`config.mk`:
```
export PLATFORM = sky130hd
export DESIGN_NAME = life_frame_streamer
export DESIGN_NICKNAME = d
export VERILOG_FILES = /design/src/rtl/life_frame_streamer.sv
export SDC_FILE = /design/constraint.sdc
export NUM_CORES = 1
export LEC_CHECK = 0
export CAP_MARGIN = 30
export CORE_ASPECT_RATIO = 0.6
export CORE_MARGIN = 10
export CORE_UTILIZATION = 50
export CTS_CLUSTER_DIAMETER = 50
export DETAILED_ROUTE_END_ITERATION = 10
export DONT_BUFFER_PORTS = 1
export HOLD_SLACK_MARGIN = 0.15
export PLACE_DENSITY = 0.71
export SYNTH_ARGS = -nofsm -noshare
export SYNTH_HDL_FRONTEND = slang
export SYNTH_SLANG_ARGS = --single-unit
```
`constraint.sdc`:
```
create_clock -name out_stream_aclk -period 9.95 [get_ports out_stream_aclk]
set_input_delay 1.99 -clock out_stream_aclk [delete_from_list [all_inputs] [get_ports out_stream_aclk]]
set_output_delay 1.99 -clock out_stream_aclk [all_outputs]
set_load 0.02 [all_outputs]
```
`src/rtl/life_frame_streamer.sv`:
```
// Scans the Game-of-Life board out of BRAM as an AXI4-Stream RGB frame.
// Optional feature: define LFS_FRAME_COUNT_EN to add a 16-bit frame_count output.
module life_frame_streamer #(
    parameter int          COLS      = 1280,
    parameter int          ROWS      = 720,
    parameter int          WORD_W    = 32,
    parameter int          ADDR_W    = 15,
    parameter logic [23:0] ALIVE_RGB = 24'hFFFFFF,
    parameter logic [23:0] DEAD_RGB  = 24'h000000
) (
    input  logic              out_stream_aclk,
    input  logic              periph_resetn,
    input  logic              enable,
    input  logic              calc_busy,
    output logic              rd_en,
    output logic [ADDR_W-1:0] rd_addr,
    input  logic [WORD_W-1:0] rd_data,
    output logic [23:0]       out_stream_tdata,
    output logic              out_stream_tvalid,
    input  logic              out_stream_tready,
    output logic              out_stream_tuser,
    output logic              out_stream_tlast,
    output logic              frame_done
`ifdef LFS_FRAME_COUNT_EN
    ,
    output logic [15:0]       frame_count
`endif
);

    localparam int WORDS = ROWS * COLS / WORD_W;
    localparam int COL_W = (COLS > 1) ? $clog2(COLS) : 1;
    localparam int ROW_W = (ROWS > 1) ? $clog2(ROWS) : 1;
    localparam int BIT_W = (WORD_W > 1) ? $clog2(WORD_W) : 1;

    localparam logic [ADDR_W:0]  WORDS_CNT = (ADDR_W + 1)'(WORDS);
    localparam logic [COL_W-1:0] COL_LAST  = COL_W'(COLS - 1);
    localparam logic [ROW_W-1:0] ROW_LAST  = ROW_W'(ROWS - 1);
    localparam logic [BIT_W-1:0] BIT_LAST  = BIT_W'(WORD_W - 1);

    typedef enum logic [1:0] {IDLE, STREAM, DONE} state_t;

    state_t             state_reg, state_next;
    logic [ADDR_W:0]    word_cnt_reg;
    logic               rd_pend_reg;
    logic [WORD_W-1:0]  fifo_mem_reg [2];
    logic               fifo_wr_ptr_reg;
    logic               fifo_rd_ptr_reg;
    logic [1:0]         fifo_cnt_reg;
    logic [WORD_W-1:0]  shift_reg;
    logic [BIT_W-1:0]   bit_idx_reg;
    logic               word_valid_reg;
    logic [COL_W-1:0]   col_reg;
    logic [ROW_W-1:0]   row_reg;

    logic               in_stream;
    logic               start;
    logic               handshake;
    logic               last_bit;
    logic               last_beat;
    logic               words_left;
    logic               head_avail;
    logic [WORD_W-1:0]  head_word;
    logic               load;
    logic               push;
    logic               pop;

    assign in_stream  = (state_reg == STREAM);
    assign start      = (state_reg == IDLE) && (state_next == STREAM);
    assign handshake  = word_valid_reg && out_stream_tready;
    assign last_bit   = (bit_idx_reg == BIT_LAST);
    assign last_beat  = handshake && (row_reg == ROW_LAST) && (col_reg == COL_LAST);
    assign words_left = (word_cnt_reg < WORDS_CNT);

    // Words buffered plus the one in flight never exceed the two FIFO slots.
    assign rd_en   = in_stream && words_left
                     && (({1'b0, fifo_cnt_reg} + {2'b00, rd_pend_reg}) < 3'd2);
    assign rd_addr = word_cnt_reg[ADDR_W-1:0];

    // An empty FIFO lets the arriving BRAM word go straight into the shift register.
    assign head_avail = (fifo_cnt_reg != 2'd0) || rd_pend_reg;
    assign head_word  = (fifo_cnt_reg != 2'd0) ? fifo_mem_reg[fifo_rd_ptr_reg] : rd_data;
    assign load       = in_stream && head_avail && (!word_valid_reg || (handshake && last_bit));
    assign pop        = load && (fifo_cnt_reg != 2'd0);
    assign push       = rd_pend_reg && !(load && (fifo_cnt_reg == 2'd0));

    assign out_stream_tvalid = word_valid_reg;
    assign out_stream_tdata  = word_valid_reg ? (shift_reg[0] ? ALIVE_RGB : DEAD_RGB) : 24'h000000;
    assign out_stream_tuser  = word_valid_reg && (row_reg == '0) && (col_reg == '0);
    assign out_stream_tlast  = word_valid_reg && (col_reg == COL_LAST);
    assign frame_done        = (state_reg == DONE);

    always_comb begin
        state_next = state_reg;
        case (state_reg)
            IDLE:    if (enable && !calc_busy) state_next = STREAM;
            STREAM:  if (last_beat) state_next = DONE;
            DONE:    state_next = IDLE;
            default: state_next = IDLE;
        endcase
    end

    always_ff @(posedge out_stream_aclk) begin
        if (push) fifo_mem_reg[fifo_wr_ptr_reg] <= rd_data;
    end

    always_ff @(posedge out_stream_aclk or negedge periph_resetn) begin
        if (!periph_resetn) begin
            state_reg       <= IDLE;
            word_cnt_reg    <= '0;
            rd_pend_reg     <= 1'b0;
            fifo_wr_ptr_reg <= 1'b0;
            fifo_rd_ptr_reg <= 1'b0;
            fifo_cnt_reg    <= 2'd0;
            shift_reg       <= '0;
            bit_idx_reg     <= '0;
            word_valid_reg  <= 1'b0;
            col_reg         <= '0;
            row_reg         <= '0;
        end else begin
            state_reg <= state_next;
            if (start) begin
                word_cnt_reg    <= '0;
                rd_pend_reg     <= 1'b0;
                fifo_wr_ptr_reg <= 1'b0;
                fifo_rd_ptr_reg <= 1'b0;
                fifo_cnt_reg    <= 2'd0;
                bit_idx_reg     <= '0;
                word_valid_reg  <= 1'b0;
                col_reg         <= '0;
                row_reg         <= '0;
            end else if (in_stream) begin
                rd_pend_reg <= rd_en;
                if (rd_en) word_cnt_reg <= word_cnt_reg + 1'b1;
                if (push) fifo_wr_ptr_reg <= ~fifo_wr_ptr_reg;
                if (pop) fifo_rd_ptr_reg <= ~fifo_rd_ptr_reg;
                if (push && !pop)
                    fifo_cnt_reg <= fifo_cnt_reg + 2'd1;
                else if (pop && !push)
                    fifo_cnt_reg <= fifo_cnt_reg - 2'd1;

                if (load) begin
                    shift_reg      <= head_word;
                    bit_idx_reg    <= '0;
                    word_valid_reg <= 1'b1;
                end else if (handshake) begin
                    shift_reg   <= shift_reg >> 1;
                    bit_idx_reg <= bit_idx_reg + 1'b1;
                    if (last_bit) word_valid_reg <= 1'b0;
                end

                if (handshake) begin
                    if (col_reg == COL_LAST) begin
                        col_reg <= '0;
                        row_reg <= row_reg + 1'b1;
                    end else begin
                        col_reg <= col_reg + 1'b1;
                    end
                end
            end
        end
    end

`ifdef LFS_FRAME_COUNT_EN
    logic [15:0] frame_count_reg;

    always_ff @(posedge out_stream_aclk or negedge periph_resetn) begin
        if (!periph_resetn)
            frame_count_reg <= 16'd0;
        else if (state_reg == DONE)
            frame_count_reg <= frame_count_reg + 16'd1;
    end

    assign frame_count = frame_count_reg;
`endif

endmodule

```
==> metrics.txt <==
FILL cells 1,154; worst-skew pair later-pin latency 0.42 ns; multi-input logic area 2740 sq um; Post-synth top cells dfrtp_1, nand2_1, edfxtp_1, nor2_1, mux2i_1; adder-cell share of the synthesized area 1.22%; Initial Utilization 51.8%; Die Y 113 um; Synth area leader dfrtp_1; IO Pins 81; die area 19,700 sq um; run status complete, no violations; GRT met1 Usage 20.4%; mean routed wirelength per cell 18.2 um; GR Util All Layers 15.3%; M2 GR Usage 23.5%; simple-gate share of the synthesized area 17.2%; TNS Setup 0 ns; EDFF count, synth 64; Detail Placement HPWL 9640 um; Slew Limit Fails 0; layout cells sized above 1 8.61%; register area share after synthesis 55.3%; Hold Vio Cnt, Final 0; first-pass GRT wire length 24,700 um; ys async rst share 56.2%; CTS tree done; Area Growth Syn to Fin 7.19%; Area after DPL 7050 sq um; Synth Area in Compound Gates 12.0%; Post-Place Cells 785; Crit Path Class flop to primary output; vias per cell 5.94; max FFs per register 64; Synthesized Nets 711; CP endpoint kind primary output; Yosys top cell area share 28.6%; TritonRoute pass-1 iters 5; worst hold path class flop to flop; CTS buffer count 17; # DRC 0; GR Overflow Total 0; Synth warnings 0; Post-Synth XOR/XNOR Area 1.34%; GP Congestion 0.837; Synth Instances 667; crit-path max FO 16; number of global-route vias before repair 4,779; final instance area 7700 sq um; mapped cell area 7180 sq um; dominant synthesized flop cell dfrtp_1; minimum clock period 4.49 ns; largest family of logic cells by synthesized area simple AND/OR/NAND/NOR gates; antenna viol nets, final 0; RSZ-0062 raised after global routing no; clock sinks 146; Period Utilization, post-route 45.1%; vias 4,867; number of max-cap violations 0; total power 0.00232 W; initial antenna violation count 0; gr busiest metal met2; Die Wd 175 um; clock tree buffer depth 2; fmax 223 MHz; CP startpoint kind flop; VDD IR max 0.218 mV; PD cells 301 nW/um^2; Worst-Margin Slew 0.989 ns; mux cell area share after synthesis 5.99%; relative slew slack 33.9%; clock slew at reported path FFs 0.07 ns; Reg area 3980 sq um; final wirelength 14,900 um; Worst Clk Skew 0.0171 ns; post-CTS resize count 0; hold bufs inserted after CTS 0; register bit total from synthesis 146; synth unique cells 56; Static Leakage 3.00 nW; largest net degree at the start of global routing 83; H-tree depth 4; port bufs 0; CP required 7.96 ns; Antenna diodes 0; Initial DRC Count 518; Mean Syn Cell Area 10.8 sq um; Final nets 658; crit path DAT 2.50 ns; final std cells w/o fill 819; top-count cell post-synth dfrtp_1; root buf cell clkbuf_16; CORE AREA 13,900 sq um; Post-CTS Setup Repair Bufs 0; final setup fails 0; met3 Use GR 5.44%; main area contributors after synthesis dfrtp_1, edfxtp_1, mux2i_1; row count 33
## path summary, 6_finish.rpt
path | slack [ns] | cells past startpoint | end | from
worst max-delay path | 5.46 | 2 | out_stream_tdata[12] | out_stream_tvalid
worst min-delay path | 0.50 | 1 | word_cnt_reg[15] | word_cnt_reg[15]
worst max register to register | 7.02 | 6 | fifo_mem_reg[1][8] | bit_idx_reg[0]
worst min register to register | 0.50 | 1 | word_cnt_reg[15] | word_cnt_reg[15]
max in group asynchronous | 8.53 | 0 | fifo_rd_ptr_reg | periph_resetn
min in group asynchronous | 1.26 | 0 | col_reg[10] | periph_resetn
## power breakdown
part | internal, W | leakage (nW) | switching, W
Combinational | 0.000240 | 1.14 | 0.000439
Sequential | 0.000841 | 1.56 | 0.000164
Clock | 0.000342 | 0.298 | 0.000294
## metal layers
metal / share of wire (%) / up-vias
li1: - / 2317
met1: 46 / 2366
met2: 46 / 172
met3: 7.4 / 12
met4: 0.50 / 0
met5: 0 / -
## metrics by stage
step	utilization [%]	worst slack [ns]	hold WS [ns]
floorplan	-	5.73	0.455
global placement	50.7	5.92	0.475
detailed placement	50.8	5.91	0.479
CTS	55.2	5.45	0.495
global route	55.5	5.35	0.536
finish	55.5	5.46	0.499
## final cells by class
class | instances | share of cell area [%]
inverters | 11 | 0.536
well taps | 192 | 3.12
clock buffers | 17 | 5.52
flip-flops and latches | 146 | 51.6
clock inverters | 15 | 2.39
multi-input cells | 431 | 35.6
repair buffers | 7 | 1.17
## cells by family after synthesis
logic type	Yosys count
AND/OR/NAND/NOR	242
adder cells (fa/ha/maj)	7
flip-flops	146
XOR/XNOR	11
AO/OA/AOI/OAI	128
buffers and inverters	90
multiplexers	43
## critical path, stage by stage, from the launching register on
cell,delay [ns]
dfrtp_1,0.70
and2_4,0.57
buf_4,0.79
## layout by cell type, fill, tap and decap left out, types with 10 or more instances in the layout
| master | count |
|---|---|
| edfxtp_1 | 64 |
| nand2_1 | 65 |
| dfrtp_1 | 81 |
| a21oi_1 | 19 |
| nor2_1 | 49 |
| nand4_1 | 14 |
| nand2b_1 | 32 |
| nand3_1 | 24 |
| or4_1 | 11 |
| mux2i_1 | 43 |
| nor4_1 | 10 |
| o211ai_1 | 33 |
| clkbuf_16 | 17 |
| o21ai_0 | 10 |
| inv_1 | 11 |
| a31oi_1 | 35 |
No activity file was read; power rests on OpenSTA's default activity.
